### config.mk
export PLATFORM = sky130hd
export DESIGN_NAME = branch_pc_unit
export DESIGN_NICKNAME = d
export VERILOG_FILES = /design/src/rtl/branch_pc_unit.sv
export SDC_FILE = /design/constraint.sdc
export NUM_CORES = 1
export LEC_CHECK = 0
export CAP_MARGIN = 15
export CORE_AREA = 2 2 112 114
export CTS_CLUSTER_SIZE = 30
export DETAILED_ROUTE_END_ITERATION = 16
export DIE_AREA = 0 0 114 116
export PLACE_DENSITY_LB_ADDON = 0.05
export SLEW_MARGIN = 10
export SYNTH_ARGS = -nofsm -noshare
export SYNTH_HDL_FRONTEND = slang
export SYNTH_SLANG_ARGS = --single-unit
### constraint.sdc
create_clock -name clk -period 6.4 [get_ports clk]
set_input_delay 1.28 -clock clk [delete_from_list [all_inputs] [get_ports clk]]
set_output_delay 1.28 -clock clk [all_outputs]
set_load 0.1 [all_outputs]
### src/rtl/branch_pc_unit.sv
// Program counter and branch resolution: six compare conditions plus JUMP, redirect with flush window.
// Optional BRANCH_STATS_EN adds saturating branch/redirect counters; otherwise both stats outputs read 0.
module branch_pc_unit #(
  parameter int              XLEN         = 32,
  parameter int              IMM_W        = 16,
  parameter logic [XLEN-1:0] RESET_PC     = '0,
  parameter int              PC_STEP      = 4,
  parameter int              FLUSH_CYCLES = 1,
  parameter int              CNT_W        = 16
) (
  input  logic             clk,
  input  logic             rst,
  input  logic             stall,
  input  logic             branch_valid,
  input  logic [2:0]       branch_op,
  input  logic [XLEN-1:0]  reg1,
  input  logic [XLEN-1:0]  reg2,
  input  logic [IMM_W-1:0] imm,
  output logic [XLEN-1:0]  pc,
  output logic [XLEN-1:0]  pc_next_seq,
  output logic [XLEN-1:0]  target,
  output logic             zero,
  output logic             taken,
  output logic             flush,
  output logic [CNT_W-1:0] branch_cnt,
  output logic [CNT_W-1:0] taken_cnt
);

  typedef enum logic {RUN, FLUSH} state_t;

  localparam logic [XLEN-1:0] STEP     = XLEN'(PC_STEP);
  localparam logic [3:0]      FLUSH_LD = 4'(FLUSH_CYCLES);

  state_t           state;
  logic [3:0]       flush_cnt;
  logic [XLEN-1:0]  offset;
  logic             cond;
  logic             commit;

  assign offset      = {{(XLEN-IMM_W){imm[IMM_W-1]}}, imm} << 2;
  assign pc_next_seq = pc + STEP;
  assign target      = pc_next_seq + offset;
  assign zero        = (reg1 == reg2);

  always_comb begin
    cond = 1'b0;
    case (branch_op)
      3'b000:  cond = zero;
      3'b001:  cond = !zero;
      3'b010:  cond = ($signed(reg1) <  $signed(reg2));
      3'b011:  cond = ($signed(reg1) >= $signed(reg2));
      3'b100:  cond = (reg1 <  reg2);
      3'b101:  cond = (reg1 >= reg2);
      3'b110:  cond = 1'b1;
      default: cond = 1'b0;
    endcase
  end

  assign taken  = branch_valid & cond & (state == RUN);
  assign commit = !stall;

  // Commit edge: PC update and flush-window FSM
  always_ff @(posedge clk or posedge rst) begin
    if (rst) begin
      pc        <= RESET_PC;
      state     <= RUN;
      flush     <= 1'b0;
      flush_cnt <= '0;
    end else if (commit) begin
      pc <= taken ? target : pc_next_seq;
      case (state)
        RUN: begin
          if (taken) begin
            state     <= FLUSH;
            flush     <= 1'b1;
            flush_cnt <= FLUSH_LD;
          end
        end
        FLUSH: begin
          if (flush_cnt == 4'd1) begin
            state     <= RUN;
            flush     <= 1'b0;
            flush_cnt <= '0;
          end else begin
            flush_cnt <= flush_cnt - 4'd1;
          end
        end
        default: begin
          state <= RUN;
          flush <= 1'b0;
        end
      endcase
    end
  end

`ifdef BRANCH_STATS_EN
  function automatic logic [CNT_W-1:0] sat_inc(input logic [CNT_W-1:0] v);
    return (&v) ? v : v + 1'b1;
  endfunction

  // Commit edge: statistics counters
  always_ff @(posedge clk or posedge rst) begin
    if (rst) begin
      branch_cnt <= '0;
      taken_cnt  <= '0;
    end else if (commit) begin
      if (branch_valid && state == RUN) branch_cnt <= sat_inc(branch_cnt);
      if (taken)                        taken_cnt  <= sat_inc(taken_cnt);
    end
  end
`else
  assign branch_cnt = '0;
  assign taken_cnt  = '0;
`endif

endmodule

# Word level (Yosys, flattened, before mapping)
# Cells that the tools add are included.
[word_totals] register_bits=38 in_bits=87 word_cells=40
[op_classes] addsub=3 magnitude_cmp=4 n_eq_ne=10 mux=11 bitwise=4 reduce_logical=4
[op_table] cell="greater-or-equal comparator 32 bit" count=2
[op_table] cell="less-than comparator 32 bit" count=2
[op_table] cell="adder 32 x 3 -> 32 bit (second input constant)" count=1
[op_table] cell="adder 32 bit" count=1
[op_table] cell="equality test 32 bit" count=1
[op_table] cell="2-to-1 mux 32 bit" count=1
[op_table] cell="equality test 3 bit (second input constant)" count=3
[op_table] cell="2-to-1 mux 4 bit" count=2
[op_table] cell="one-hot mux 4 bit (2 select lines)" count=1
[op_table] cell="one-hot mux 1 bit (7 select lines)" count=1
[op_table] cell="equality test 3 x 2 -> 1 bit (second input constant)" count=2
[op_table] cell="equality test 4 x 1 -> 1 bit (second input constant)" count=1
[op_table] cell="2-to-1 mux 1 bit" count=4
[op_table] cell="one-hot mux 1 bit (2 select lines)" count=2
[op_table] cell="subtractor 4 x 1 -> 4 bit (second input constant)" count=1
[op_table] cell="equality test 3 x 1 -> 1 bit (second input constant)" count=1
[op_table] cell="zero test 3 bit" count=1
[op_table] cell="AND reduction 3 bit" count=1
[op_table] cell="bitwise AND 1 bit" count=2
[op_table] cell="inequality test 2 x 1 -> 1 bit (second input constant)" count=1
[op_table] cell="inequality test 2 bit (second input constant)" count=1
[op_table] cell="NOT 1 bit" count=2
[op_table] cell="AND reduction 2 bit" count=1
[op_table] cell="zero test 1 bit" count=1

# Longest topological paths before layout
[depth] depth_word=7 mapped_depth=19 depth_no_buf=18

# Worst setup path after synthesis
# OpenSTA, ideal clock, no wires.
[synth_path] path_kind="register -> output" startpoint="register pc[3]" endpoint="output port target[19]" arrival_ns=7.732 t_required_ns=5.120 setup_slack_ns=-2.612 stages_incl_launch_ff=14 cell_sequence="dfrtp_1 -> ha_1 -> nand3_2 -> nor2_1 -> nand3_1 -> xnor2_1 -> ha_1 -> a21oi_1 -> nand2_1 -> or4_1 -> a31oi_2 -> and2_1 -> o21ai_1 -> o311ai_1"
[synth_between] elab_chain_len=2
[synth_rtl] item="start, declared" line_no="19" rtl="output logic [XLEN-1:0] pc,"
[synth_rtl] item="start signal, assigned" line_no="70" rtl="pc <= taken ? target : pc_next_seq;"
[synth_rtl] item="adder 32 x 3 -> 32 bit" line_no="41" rtl="assign pc_next_seq = pc + STEP;"
[synth_rtl] item="named net pc_next_seq[10]" line_no="20" rtl="output logic [XLEN-1:0] pc_next_seq,"
[synth_rtl] item="adder 32 bit" line_no="42" rtl="assign target = pc_next_seq + offset;"
[synth_rtl] item="end, declared" line_no="21" rtl="output logic [XLEN-1:0] target,"
# The timed path passes the listed nets, and every way through them passes these cells.

# Worst setup path in the final report
[layout_path] startpoint="register pc[2]" endpoint="output port target[31]"
[layout_between] elab_chain_len=2
[layout_rtl] item="adder 32 x 3 -> 32 bit" line_no="41"
[layout_rtl] item="adder 32 bit" line_no="42"
# Every way passes these cells.

==> impl_metrics.toml <==
[clock_tree]
post_cts_hold_buffer_count = 0
path_clk_slew_ns = 0.06
post_cts_resized = 0
cts_tree = "built"
clock-sinks = 36
cts-htree-levels = 2
clock-root-buffer = "clkbuf_16"
post-cts-setup-buffer-count = 0
worst_skew_pair.late_latency_ns = 0.29
clk_path_buf_depth = 2
cts_made_buffers = 5

[timing]
timing_max_transition_violations_final = 0
timing.setup.tns_ns = 0
max_slew_margin_vs_limit_pct = 31.8
timing.fmax_mhz = 164
rsz_0062_raised_after_global_routing = "false"
hold_viol_final = 0
final-setup-viol-count = 0
skew_ns = 0.00441
post-route-min-period_ns = 6.11
portion_of_the_clock_cycle_consumed_by_the_worst_path_in_the_final_layout_pct = 95.5
worst-slew-pin-transition_ns = 1.02

[setup_path]
cp_slowest_cell = "dfrtp_4"
cp_num_buf_inv = 2
worst-r2r-setup-slack_ns = 1.74
worst_setup_path_start_kind = "register"
crit_chain = "ha_4, nand3_2, nor2_2, nand3_2, inv_1, and3_1, and3_1, xor2_4, ha_1, o21a_1, o211ai_1, or3_1, a211oi_1, nor3_2, a21oi_1, xnor2_4, buf_12"
critical_path.endpoint_type = "primary output"
timing.critical_path.required_ns = 5.12
worstPathMaxFanout = 8
crit_path_largest_cell_delay_ns = 0.45
criticalPathCategory = "reg2out"
cp_top_family = "simple AND/OR/NAND/NOR gates"
crit_arrival_ns = 4.83

[synth]
avgSynthCellArea_um2 = 7.66
top_ff_cell_synth = "dfrtp_1"
synth_cells = 698
sequential_area_share_after_synthesis_pct = 16.9
synth.lib_cells_used.distinct = 76
synthesis.area_um2 = 5350
yosys_warnings = 0
synth-edff-count = 0
synthArstFlopShare_pct = 100
postSynthRegisterBits = 36

[run]
max_cap_violations = 0

[final_layout]
layout.cell_area.non_filler_um2 = 7910
finalNetCount = 1021
drive_gt1_share_pct = 14.4
sequential_cell_area_um2 = 926
antenna_cells = 0
fillerInstances = 1007
area.growth.synth_to_final_pct = 48.0
multi_input_area_um2 = 4490
layoutNonFillerInstCount = 1017

[die]
die_h_um = 116
rows = 40
ioPinCount = 218
floorplan.initialDensity_pct = 44.9
die-area_um2 = 13200
placeable_area_um2 = 11900
fp.dieW_um = 114

[global_routing]
globalRouteTotalUtil_pct = 25.0
via_count_of_the_first_global_routing_pass = 5581
gr_ovfl_total = 0
grt_max_degree = 44
initial_antenna_violation_count = 0
grt_first_pass_wirelength_mm = 26.9

[routing]
drtAntennaViolNets = 0
wirelength_mm = 16.8
detail_route.first_pass.iterations = 5
initialDrtViolationCount = 163
wl_per_cell_um = 16.5
via_count = 5731
drc_errors = 0
viasPerCell = 5.64

[placed_design]
place.detailed.hpwl_mm = 13.3
total_cell_area_at_the_placement_stage_um2 = 7720
place.port_buffers = 179
place.gp.congestion = 0.859
total_instance_count_after_detailed_placement = 1008

[worst_hold_path]
holdCritPathClass = "reg2reg"

[status]
result_of_the_run = "finished, final reports clean"
[synth_stat cells, types with 4 or more instances]
cell type  instances  share of area, %
buf_4             41               5.8
o211ai_1           6              0.84
o21a_1             6              0.84
nor2b_1            8              0.94
clkbuf_1          14              0.98
o22ai_1            8              0.94
nand4_1           11               1.3
nand3_1           29               2.7
nand2_1           47               3.3
inv_1             58               4.1
xnor2_1           37               6.1
o21ai_0           29               2.7
nor2_1            58               4.1
a31oi_1            4              0.47
mux2i_1           21               3.9
dfrtp_1           36                17
mux2_2             4              0.84
a21o_1             8               1.1
or3_1              7              0.82
o21bai_1           4              0.56
and2_1             4              0.47
and4_1             7               1.1
nand2b_1           6              0.70
nor3_1            23               2.2
nor4_1             6              0.70
a211oi_1           4              0.56
xor2_1            12               2.0
and3_1            10               1.2
a21oi_1           58               5.4
ha_1              64                15
[final cells by class]
cell class / count / share of cell area (%)
multi-input cells: 580 / 56.8
repair buffers: 187 / 24.3
flip-flops and latches: 36 / 11.7
inverters: 59 / 2.80
well taps: 147 / 2.32
clock buffers: 5 / 1.58
clock inverters: 3 / 0.538
[flip-flops by register name (all words and copies together), names as in the netlist]
register / count
state: 1
flush_cnt: 4
flush: 1
pc: 30
[worst paths after layout]
kind	cells past startpoint	end	start
worst min register to register	1	flush	flush
worst max-delay path	17	target[31]	pc[2]
min in group asynchronous	3	pc[2]	rst
max in group asynchronous	3	pc[10]	rst
worst min-delay path	1	flush	flush
worst max register to register	18	pc[28]	pc[2]
[cell usage in the layout (no fill, tap or decap), drive strengths merged, types with 24 or more instances in the layout]
cell type	instances
nor3	24
a21oi	58
ha	64
dfrtp	36
nor2	59
conb	38
buf	38
nand2	47
clkdlybuf4s50	149
nand3	30
o21ai	32
inv	59
xnor2	37
[logic make-up after synthesis]
logic type	Yosys count	share of synthesized area [%]
AO/OA/AOI/OAI	170	20.7
buffers and inverters	119	11.5
multiplexers	25	4.78
XOR/XNOR	50	8.33
flip-flops	36	16.9
adder cells (fa/ha/maj)	65	15.4
other	1	0.0702
AND/OR/NAND/NOR	232	22.5
[routing by layer]
metal	GRT usage (%)	vias to the layer above	wire length, µm
li1	-	2781	-
met2	45.8	209	8360
met1	30.4	2707	7090
met3	3.40	34	974
met4	8.05	0	388
met5	0	-	0
[metrics by stage]
stage	util (%)	setup slack (ns)	hold WS [ns]
finish	66.4	0.286	0.569
global route	66.4	0.0253	0.601
CTS	66.3	0.219	0.579
detailed placement	64.9	0.551	0.565
global placement	64.9	0.685	0.542
floorplan	-	0.0185	0.527
Power is not shown: default switching activity piles up to over one toggle a cycle in this logic, so the estimate is an artifact.
